<file path="src/rtl/mdu_pkg.sv">
// Shared encodings for the multi-cycle multiply/divide unit: operation codes
// and FSM state encoding.
package mdu_pkg;

    typedef enum logic [1:0] {
        OP_MUL  = 2'b00,
        OP_MULH = 2'b01,
        OP_DIV  = 2'b10,
        OP_REM  = 2'b11
    } op_e;

    typedef enum logic [1:0] {
        ST_IDLE = 2'b00,
        ST_RUN  = 2'b01,
        ST_WB   = 2'b10
    } state_e;

    function automatic logic is_div(input op_e o);
        return (o == OP_DIV) || (o == OP_REM);
    endfunction

endpackage : mdu_pkg

</file>
<file path="src/rtl/mul_div_unit.sv">
// Iterative unsigned multiply/divide unit: shift-add multiply and restoring
// divide, one bit per cycle, single-cycle write-back strobe to the GPR file.
module mul_div_unit
    import mdu_pkg::*;
#(
    parameter int WIDTH  = 16,
    parameter int ADDR_W = 3
) (
    input  logic              clk,
    input  logic              clr,
    input  logic              start,
    input  logic [1:0]        op,
    input  logic [WIDTH-1:0]  opa,
    input  logic [WIDTH-1:0]  opb,
    input  logic [ADDR_W-1:0] dest,
    output logic              busy,
    output logic              wb_en,
    output logic [ADDR_W-1:0] wb_dest,
    output logic [WIDTH-1:0]  wb_data
);

    localparam int CNT_W = $clog2(WIDTH + 1);

    state_e              r_state;
    op_e                 r_op;
    logic [CNT_W-1:0]    r_cnt;
    logic [ADDR_W-1:0]   r_dest;
    logic [WIDTH-1:0]    r_opnd;
    logic [WIDTH-1:0]    r_hi;
    logic [WIDTH-1:0]    r_lo;
    logic                r_wb_en;
    logic [ADDR_W-1:0]   r_wb_dest;
    logic [WIDTH-1:0]    r_wb_data;

    logic [WIDTH:0]      w_mul_sum;
    logic [WIDTH:0]      w_div_shift;
    logic                w_div_ge;
    logic [WIDTH-1:0]    w_div_diff;
    logic [WIDTH-1:0]    w_result;

    // MUL: {r_hi,r_lo} is the product/multiplier pair, r_opnd the multiplicand.
    // DIV: r_hi is the partial remainder, r_lo shifts dividend out and quotient in.
    always_comb begin
        w_mul_sum   = {1'b0, r_hi} + (r_lo[0] ? {1'b0, r_opnd} : '0);
        w_div_shift = {r_hi, r_lo[WIDTH-1]};
        w_div_ge    = (w_div_shift >= {1'b0, r_opnd});
        // When the subtraction is taken the difference is below the divisor,
        // so the low WIDTH bits hold it exactly.
        w_div_diff  = w_div_shift[WIDTH-1:0] - r_opnd;
        case (r_op)
            OP_MULH, OP_REM: w_result = r_hi;
            default:         w_result = r_lo;
        endcase
    end

    always_ff @(posedge clk) begin
        if (clr) begin
            r_state   <= ST_IDLE;
            r_op      <= OP_MUL;
            r_cnt     <= '0;
            r_dest    <= '0;
            r_opnd    <= '0;
            r_hi      <= '0;
            r_lo      <= '0;
            r_wb_en   <= 1'b0;
            r_wb_dest <= '0;
            r_wb_data <= '0;
        end else begin
            case (r_state)
                ST_IDLE: begin
                    if (start) begin
                        r_op    <= op_e'(op);
                        r_dest  <= dest;
                        r_cnt   <= '0;
                        r_hi    <= '0;
                        r_state <= ST_RUN;
                        if (is_div(op_e'(op))) begin
                            r_opnd <= opb;
                            r_lo   <= opa;
                        end else begin
                            r_opnd <= opa;
                            r_lo   <= opb;
                        end
                    end
                end
                ST_RUN: begin
                    if (r_cnt == CNT_W'(WIDTH)) begin
                        r_wb_en   <= 1'b1;
                        r_wb_dest <= r_dest;
                        r_wb_data <= w_result;
                        r_state   <= ST_WB;
                    end else begin
                        r_cnt <= r_cnt + CNT_W'(1);
                        if (is_div(r_op)) begin
                            // A zero divisor always subtracts: quotient all-ones, remainder = dividend.
                            if (w_div_ge) begin
                                r_hi <= w_div_diff;
                                r_lo <= {r_lo[WIDTH-2:0], 1'b1};
                            end else begin
                                r_hi <= w_div_shift[WIDTH-1:0];
                                r_lo <= {r_lo[WIDTH-2:0], 1'b0};
                            end
                        end else begin
                            {r_hi, r_lo} <= {w_mul_sum, r_lo[WIDTH-1:1]};
                        end
                    end
                end
                ST_WB: begin
                    r_wb_en <= 1'b0;
                    r_state <= ST_IDLE;
                end
                default: begin
                    r_wb_en <= 1'b0;
                    r_state <= ST_IDLE;
                end
            endcase
        end
    end

    assign busy    = (r_state != ST_IDLE);
    assign wb_en   = r_wb_en;
    assign wb_dest = r_wb_dest;
    assign wb_data = r_wb_data;

endmodule : mul_div_unit
</file>
<file path="config.mk">
export PLATFORM = sky130hd
export DESIGN_NAME = mul_div_unit
export DESIGN_NICKNAME = d
export VERILOG_FILES = /design/src/rtl/mdu_pkg.sv /design/src/rtl/mul_div_unit.sv
export SDC_FILE = /design/constraint.sdc
export NUM_CORES = 1
export LEC_CHECK = 0
export ABC_AREA = 1
export CELL_PAD_IN_SITES_DETAIL_PLACEMENT = 0
export CELL_PAD_IN_SITES_GLOBAL_PLACEMENT = 1
export CORE_MARGIN = 1.5
export CORE_UTILIZATION = 44
export DETAILED_ROUTE_END_ITERATION = 16
export PLACE_DENSITY_LB_ADDON = 0.15
export SKIP_CTS_REPAIR_TIMING = 1
export SLEW_MARGIN = 40
export SYNTH_ARGS = -nofsm -noshare
export SYNTH_HDL_FRONTEND = slang
export SYNTH_SLANG_ARGS = --single-unit
</file>
<file path="constraint.sdc">
create_clock -name clk -period 4.64 [get_ports clk]
set_input_delay 0.696 -clock clk [delete_from_list [all_inputs] [get_ports clk]]
set_output_delay 0.696 -clock clk [all_outputs]
set_load 0.02 [all_outputs]
</file>
# Word-level counts from Yosys, hierarchy flattened
# Index checks and enable logic that the tools add are counted.
# word_totals
latchBits,0
rom_bits,0
ramBits,0
reg_bits,80
n_memories,0
# op_classes
bitwise,1
n_mul,0
mux,22
n_eq_ne,10
n_reduce_logical,11
add_sub_neg,3
shift,0
magnitude_cmp,1
div_mod_pow,0
# ops
operator,count
two-way mux 16 bit,11
case mux 16 bit (2 select lines),2
adder 16 x 16 -> 17 bit,1
greater-or-equal comparator 17 x 16 -> 1 bit,1
subtractor 16 bit,1
two-way mux 5 bit,2
case mux 5 bit (2 select lines),1
"equality test 2 bit, second input constant",4
AND reduction 2 bit,4
"inequality test 2 bit, second input constant",3
"adder 5 x 1 -> 5 bit, second input constant",1
"equality test 5 bit, second input constant",1
"equality test 2 x 1 -> 1 bit, second input constant",2
two-way mux 2 bit,2
case mux 2 bit (2 select lines),1
nonzero test 2 bit,2
AND reduction 3 bit,1
zero test 2 bit,1
logical OR 1 bit,2
two-way mux 1 bit,2
case mux 1 bit (2 select lines),1
OR reduction 2 bit,1
NOT 1 bit,1

# Logic depth before layout (Yosys ltp)
# logic_depth
word_depth,5
mapped_depth,17
mapped_depth_nobuf,17

# Least setup slack after synthesis
# No wires, ideal clock.
# synth_timing
kind,register -> register
start,register r_lo[0]
end,register r_hi[13]
stages_incl_launch_ff,15
period_less_slack_ns,2.182
arrival_ns,2.047
required_time_ns,4.505
setup_time_ns,0.135
slack_ns,2.458
cell_sequence,dfxtp_1 clkbuf_1 buf_1 nand2_1 inv_1 ha_1 a21oi_1 o21ai_0 nand2b_1 nand2_1 nand2_1 nand2_1 nand3_1 nand3_1 a21oi_1
# synth_via
elab_chain_len,5
# synth_rtl
element,line,rtl
start: declaration,mul_div_unit.sv:30,logic [WIDTH-1:0] r_lo;
start signal: assignment,mul_div_unit.sv:79,r_lo <= opa;
start signal: assignment,mul_div_unit.sv:82,r_lo <= opb;
start signal: assignment,mul_div_unit.sv:98,"r_lo <= {r_lo[WIDTH-2:0], 1'b1};"
two-way mux 16 bit,mul_div_unit.sv:44,"w_mul_sum = {1'b0, r_hi} + (r_lo[0] ? {1'b0, r_opnd} : '0);"
adder 16 x 16 -> 17 bit,mul_div_unit.sv:44,
two-way mux 16 bit,mul_div_unit.sv:94,if (is_div(r_op)) begin
two-way mux 16 bit,mul_div_unit.sv:87,if (r_cnt == CNT_W'(WIDTH)) begin
case mux 16 bit (2 select lines),mul_div_unit.sv:69,case (r_state)
end signal: assignment,mul_div_unit.sv:97,r_hi <= w_div_diff;
end signal: assignment,mul_div_unit.sv:100,r_hi <= w_div_shift[WIDTH-1:0];
end signal: assignment,mul_div_unit.sv:104,"{r_hi, r_lo} <= {w_mul_sum, r_lo[WIDTH-1:1]};"
end: declaration,mul_div_unit.sv:29,logic [WIDTH-1:0] r_hi;
# Every way passes these cells. The select of a mux whose other input is x is not followed.
# A chain may end at the register's enable or synchronous reset.

# Worst setup path in the final report
# layout_timing
start,register r_lo[0]
end,register r_hi[11]
# The elaborated chain is that of the path after synthesis.

==> load_flow_metrics.sql <==
INSERT INTO impl_metrics (metric_group, metric, value, unit) VALUES
('outcome', 'outcome', 'completed', ''),
('logic_synthesis', 'synthesis.nets', '1024', ''),
('critical_path', 'count_of_buffering_cells_on_the_critical_path_with_inverters_included', '3', ''),
('critical_path', 'worst-path-stages', '14', ''),
('placement', 'dp.final_hpwl', '15200', 'um'),
('critical_path', 'timing.critical_path.arrival', '3.11', 'ns'),
('die', 'initial_utilization', '0.451', ''),
('logic_synthesis', 'netlist.area_leader.share', '0.268', ''),
('drt', 'drtAntennaViolNets', '0', ''),
('clock_network', 'cts-buffers-inserted', '9', ''),
('drt', 'routed_wl', '19400', 'um'),
('logic_synthesis', 'synthMostInstantiatedCell', 'sky130_fd_sc_hd__nand2_1', ''),
('placement', 'dpl_cell_area', '6640', 'um^2'),
('die', 'io_pins', '61', ''),
('power_and_ir_drop', 'ir_drop', '0.000160', 'V'),
('critical_path', 'r2r.worst_path.cells', '14', ''),
('critical_path', 'startpoint', 'r_lo[0]', ''),
('die', 'floorplan.die.height', '119', 'um'),
('clock_network', 'worst_skew_pair.late_latency', '0.34', 'ns'),
('critical_path', 'r2r_setup_slack', '1.80', 'ns'),
('power_and_ir_drop', 'power.share.switching', '0.335', ''),
('logic_synthesis', 'ys_top_cells_by_count', '221 x sky130_fd_sc_hd__nand2_1, 134 x sky130_fd_sc_hd__inv_1, 99 x sky130_fd_sc_hd__o21ai_0, 88 x sky130_fd_sc_hd__nor2_1, 80 x sky130_fd_sc_hd__dfxtp_1', ''),
('power_and_ir_drop', 'combinationalPowerShare', '0.267', ''),
('logic_synthesis', 'syn_inst', '948', ''),
('cells_and_area', 'fillerInstances', '1385', ''),
('logic_synthesis', 'syn_area_per_cell', '6.30', 'um^2'),
('critical_path', 'worst_setup_path_end_kind', 'register', ''),
('grt', 'vias_in_the_first_global_route', '5683', ''),
('sta', 'report.final.setup_viol', '0', ''),
('grt', 'grt_pass1_wl', '30500', 'um'),
('critical_path', 'path_common_cell', 'sky130_fd_sc_hd__nand3_1', ''),
('power_and_ir_drop', 'p_leak', '3.05', 'nW'),
('power_and_ir_drop', 'totalPowerFinal', '2.19', 'mW'),
('logic_synthesis', 'synth-edff-count', '0', ''),
('logic_synthesis', 'netlist-cell-type-count', '43', ''),
('logic_synthesis', 'ys_top_cells_by_area', 'sky130_fd_sc_hd__dfxtp_1 27%, sky130_fd_sc_hd__nand2_1 14%, sky130_fd_sc_hd__inv_1 8.4%, sky130_fd_sc_hd__o21ai_0 8.3%, sky130_fd_sc_hd__ha_1 7.1%', ''),
('sta', 'finalCriticalPeriod', '2.84', 'ns'),
('drt', 'routed_via_density', '5.31', ''),
('clock_network', 'clock_tree.htree_level_count', '3', ''),
('drt', 'final_routed_drc_violation_total', '0', ''),
('cells_and_area', 'post_layout_nonfiller_instances', '1162', ''),
('min_path', 'hold_path_startpoint', 'wb_dest[1]', ''),
('sta', 'finClkSkew', '0.00825', 'ns'),
('critical_path', 'worst_r2r_startpoint', 'r_lo[0]', ''),
('clock_network', 'cts_root_buf', 'sky130_fd_sc_hd__clkbuf_16', ''),
('drt', 'dr_total_vias', '6169', ''),
('sta', 'timing.fmax', '352', 'MHz'),
('sta', 'totalNegativeSetupSlack', '0', 'ns'),
('drt', 'detail_route.wl_per_cell', '16.7', 'um'),
('critical_path', 'cpPeakStageDelay', '0.87', 'ns'),
('placement', 'port_buffers', '60', ''),
('critical_path', 'critical_path.slowest_cell', 'sky130_fd_sc_hd__dfxtp_1', ''),
('cells_and_area', 'num_antenna_cells', '0', ''),
('cells_and_area', 'multi_input_area', '3670', 'um^2'),
('cells_and_area', 'finish.utilization', '0.528', ''),
('logic_synthesis', 'ys.flop_type', 'sky130_fd_sc_hd__dfxtp_1', ''),
('clock_network', 'clk_pin_slew', '0.06', 'ns'),
('power_and_ir_drop', 'netSwitchingPower', '733', 'uW'),
('logic_synthesis', 'synth_area', '5970', 'um^2'),
('logic_synthesis', 'ys_seq_elements', '80', ''),
('cells_and_area', 'area.sequential', '1600', 'um^2'),
('sta', 'max_slew_margin', '0.437', ''),
('critical_path', 'endpoint', 'r_hi[11]', ''),
('critical_path', 'critical_path_cell_by_cell', 'nand2_1 > inv_1 > ha_1 > inv_1 > fa_1 > inv_1 > nand3_1 > nand2_1 > nand3_1 > nand3_1 > a21oi_1 > o21ai_0 > nand3_1 > a21oi_1', ''),
('critical_path', 'worst-endpoint-required', '4.91', 'ns'),
('run', 'drv.max_cap_violation_count', '0', ''),
('grt', 'grt_util_all_layers', '0.277', ''),
('grt', 'grt_remaining_overflow', '0', ''),
('critical_path', 'cp_top_family', 'flip-flops', ''),
('critical_path', 'setup.worst_path.start_class', 'register', ''),
('cells_and_area', 'drive_above_1_share', '0.0568', '');
-- final cells by class --
class | instances | area share
flip-flops and latches | 80 | 0.229
multi-input cells | 687 | 0.525
inverters | 139 | 0.0746
repair buffers | 64 | 0.0902
clock buffers | 9 | 0.0322
well taps | 176 | 0.0315
clock inverters | 7 | 0.0172
-- sequential cells by signal (all words and copies together) (netlist names) --
signal	flops
r_hi	16
r_cnt	5
r_dest	3
r_opnd	16
r_state	2
wb_dest	3
r_lo	16
wb_en	1
r_op	2
wb_data	16
-- power by group through the flow --
stage / sequential [mW] / combinational, mW / clock (mW)
floorplan: 0.761 / 0.436 / 0
detailed placement: 0.803 / 0.574 / 0
finish: 0.790 / 0.583 / 0.814
global route: 0.793 / 0.657 / 0.853
CTS: 0.788 / 0.578 / 0.825
global placement: 0.804 / 0.577 / 0
-- cell usage in the layout (no fill, tap or decap), types with 2 or more instances in the layout --
cell type                         Yosys  layout
sky130_fd_sc_hd__o21ai_1              4       4
sky130_fd_sc_hd__xnor2_1              4       4
sky130_fd_sc_hd__xor2_1               6       6
sky130_fd_sc_hd__a211oi_1            33      33
sky130_fd_sc_hd__dfxtp_1             80      79
sky130_fd_sc_hd__clkbuf_16            0       9
sky130_fd_sc_hd__nor2_2               3       4
sky130_fd_sc_hd__nor2_4               2       2
sky130_fd_sc_hd__a21oi_1             59      59
sky130_fd_sc_hd__nand2_1            221     221
sky130_fd_sc_hd__buf_4                0       4
sky130_fd_sc_hd__nand3b_1             6       6
sky130_fd_sc_hd__nand4_1              4       4
sky130_fd_sc_hd__o21ai_0             99      99
sky130_fd_sc_hd__or2_2                2       2
sky130_fd_sc_hd__o22ai_1              2       2
sky130_fd_sc_hd__a21oi_2              4       4
sky130_fd_sc_hd__bufinv_16            0       3
sky130_fd_sc_hd__nor3_1               6       6
sky130_fd_sc_hd__fa_1                 2       2
sky130_fd_sc_hd__nand3_1             64      64
sky130_fd_sc_hd__inv_1              134     132
sky130_fd_sc_hd__nand3_2              9       9
sky130_fd_sc_hd__ha_1                34      34
sky130_fd_sc_hd__nor2_1              88      87
sky130_fd_sc_hd__clkdlybuf4s50_1      0      60
sky130_fd_sc_hd__clkinv_4             0       2
sky130_fd_sc_hd__a31oi_1             19      19
sky130_fd_sc_hd__inv_2                5       7
sky130_fd_sc_hd__nand2_2              2       2
-- per-layer routing --
layer,track usage,vias up,share of wire
li1,-,3177,-
met1,0.401,2755,0.48
met2,0.420,210,0.43
met3,0.0532,27,0.073
met4,0.0692,0,0.019
met5,0,-,0
-- stage by stage --
step,setup slack [ns],hold slack (ns)
6_report,1.80,0.445
5_1_grt,1.53,0.465
4_1_cts,1.85,0.447
3_5_place_dp,1.64,0.438
3_3_place_gp,1.69,0.436
2_1_floorplan,2.46,0.450
-- how the worst min path moves through the flow --
stage / endpoint / slack (ns) / depth (start not counted)
after detailed placement: wb_dest[1] / 0.44 / 2
after global routing: wb_dest[1] / 0.47 / 2
after global placement: wb_dest[1] / 0.44 / 2
after floorplan: r_dest[0] / 0.45 / 2
final: wb_dest[1] / 0.45 / 2
after CTS: wb_dest[1] / 0.45 / 2
-- kinds of logic after synthesis --
kind of cell	share of synthesized area
flip-flops	0.268
buffers and inverters	0.117
AO/OA/AOI/OAI	0.214
XOR/XNOR	0.0147
AND/OR/NAND/NOR	0.308
adder cells (fa/ha/maj)	0.0780
-- worst reg2reg max path, cell delays in order (launching register included) --
cell and delay [ns]:
sky130_fd_sc_hd__dfxtp_1 0.87, sky130_fd_sc_hd__nand2_1 0.14, sky130_fd_sc_hd__inv_1 0.10, sky130_fd_sc_hd__ha_1 0.20, sky130_fd_sc_hd__inv_1 0.08, sky130_fd_sc_hd__fa_1 0.40, sky130_fd_sc_hd__inv_1 0.13, sky130_fd_sc_hd__nand3_1 0.10
sky130_fd_sc_hd__nand2_1 0.10, sky130_fd_sc_hd__nand3_1 0.07, sky130_fd_sc_hd__nand3_1 0.15, sky130_fd_sc_hd__a21oi_1 0.08, sky130_fd_sc_hd__o21ai_0 0.11, sky130_fd_sc_hd__nand3_1 0.09, sky130_fd_sc_hd__a21oi_1 0.13
Note: power is estimated with default switching activity, not from simulation.
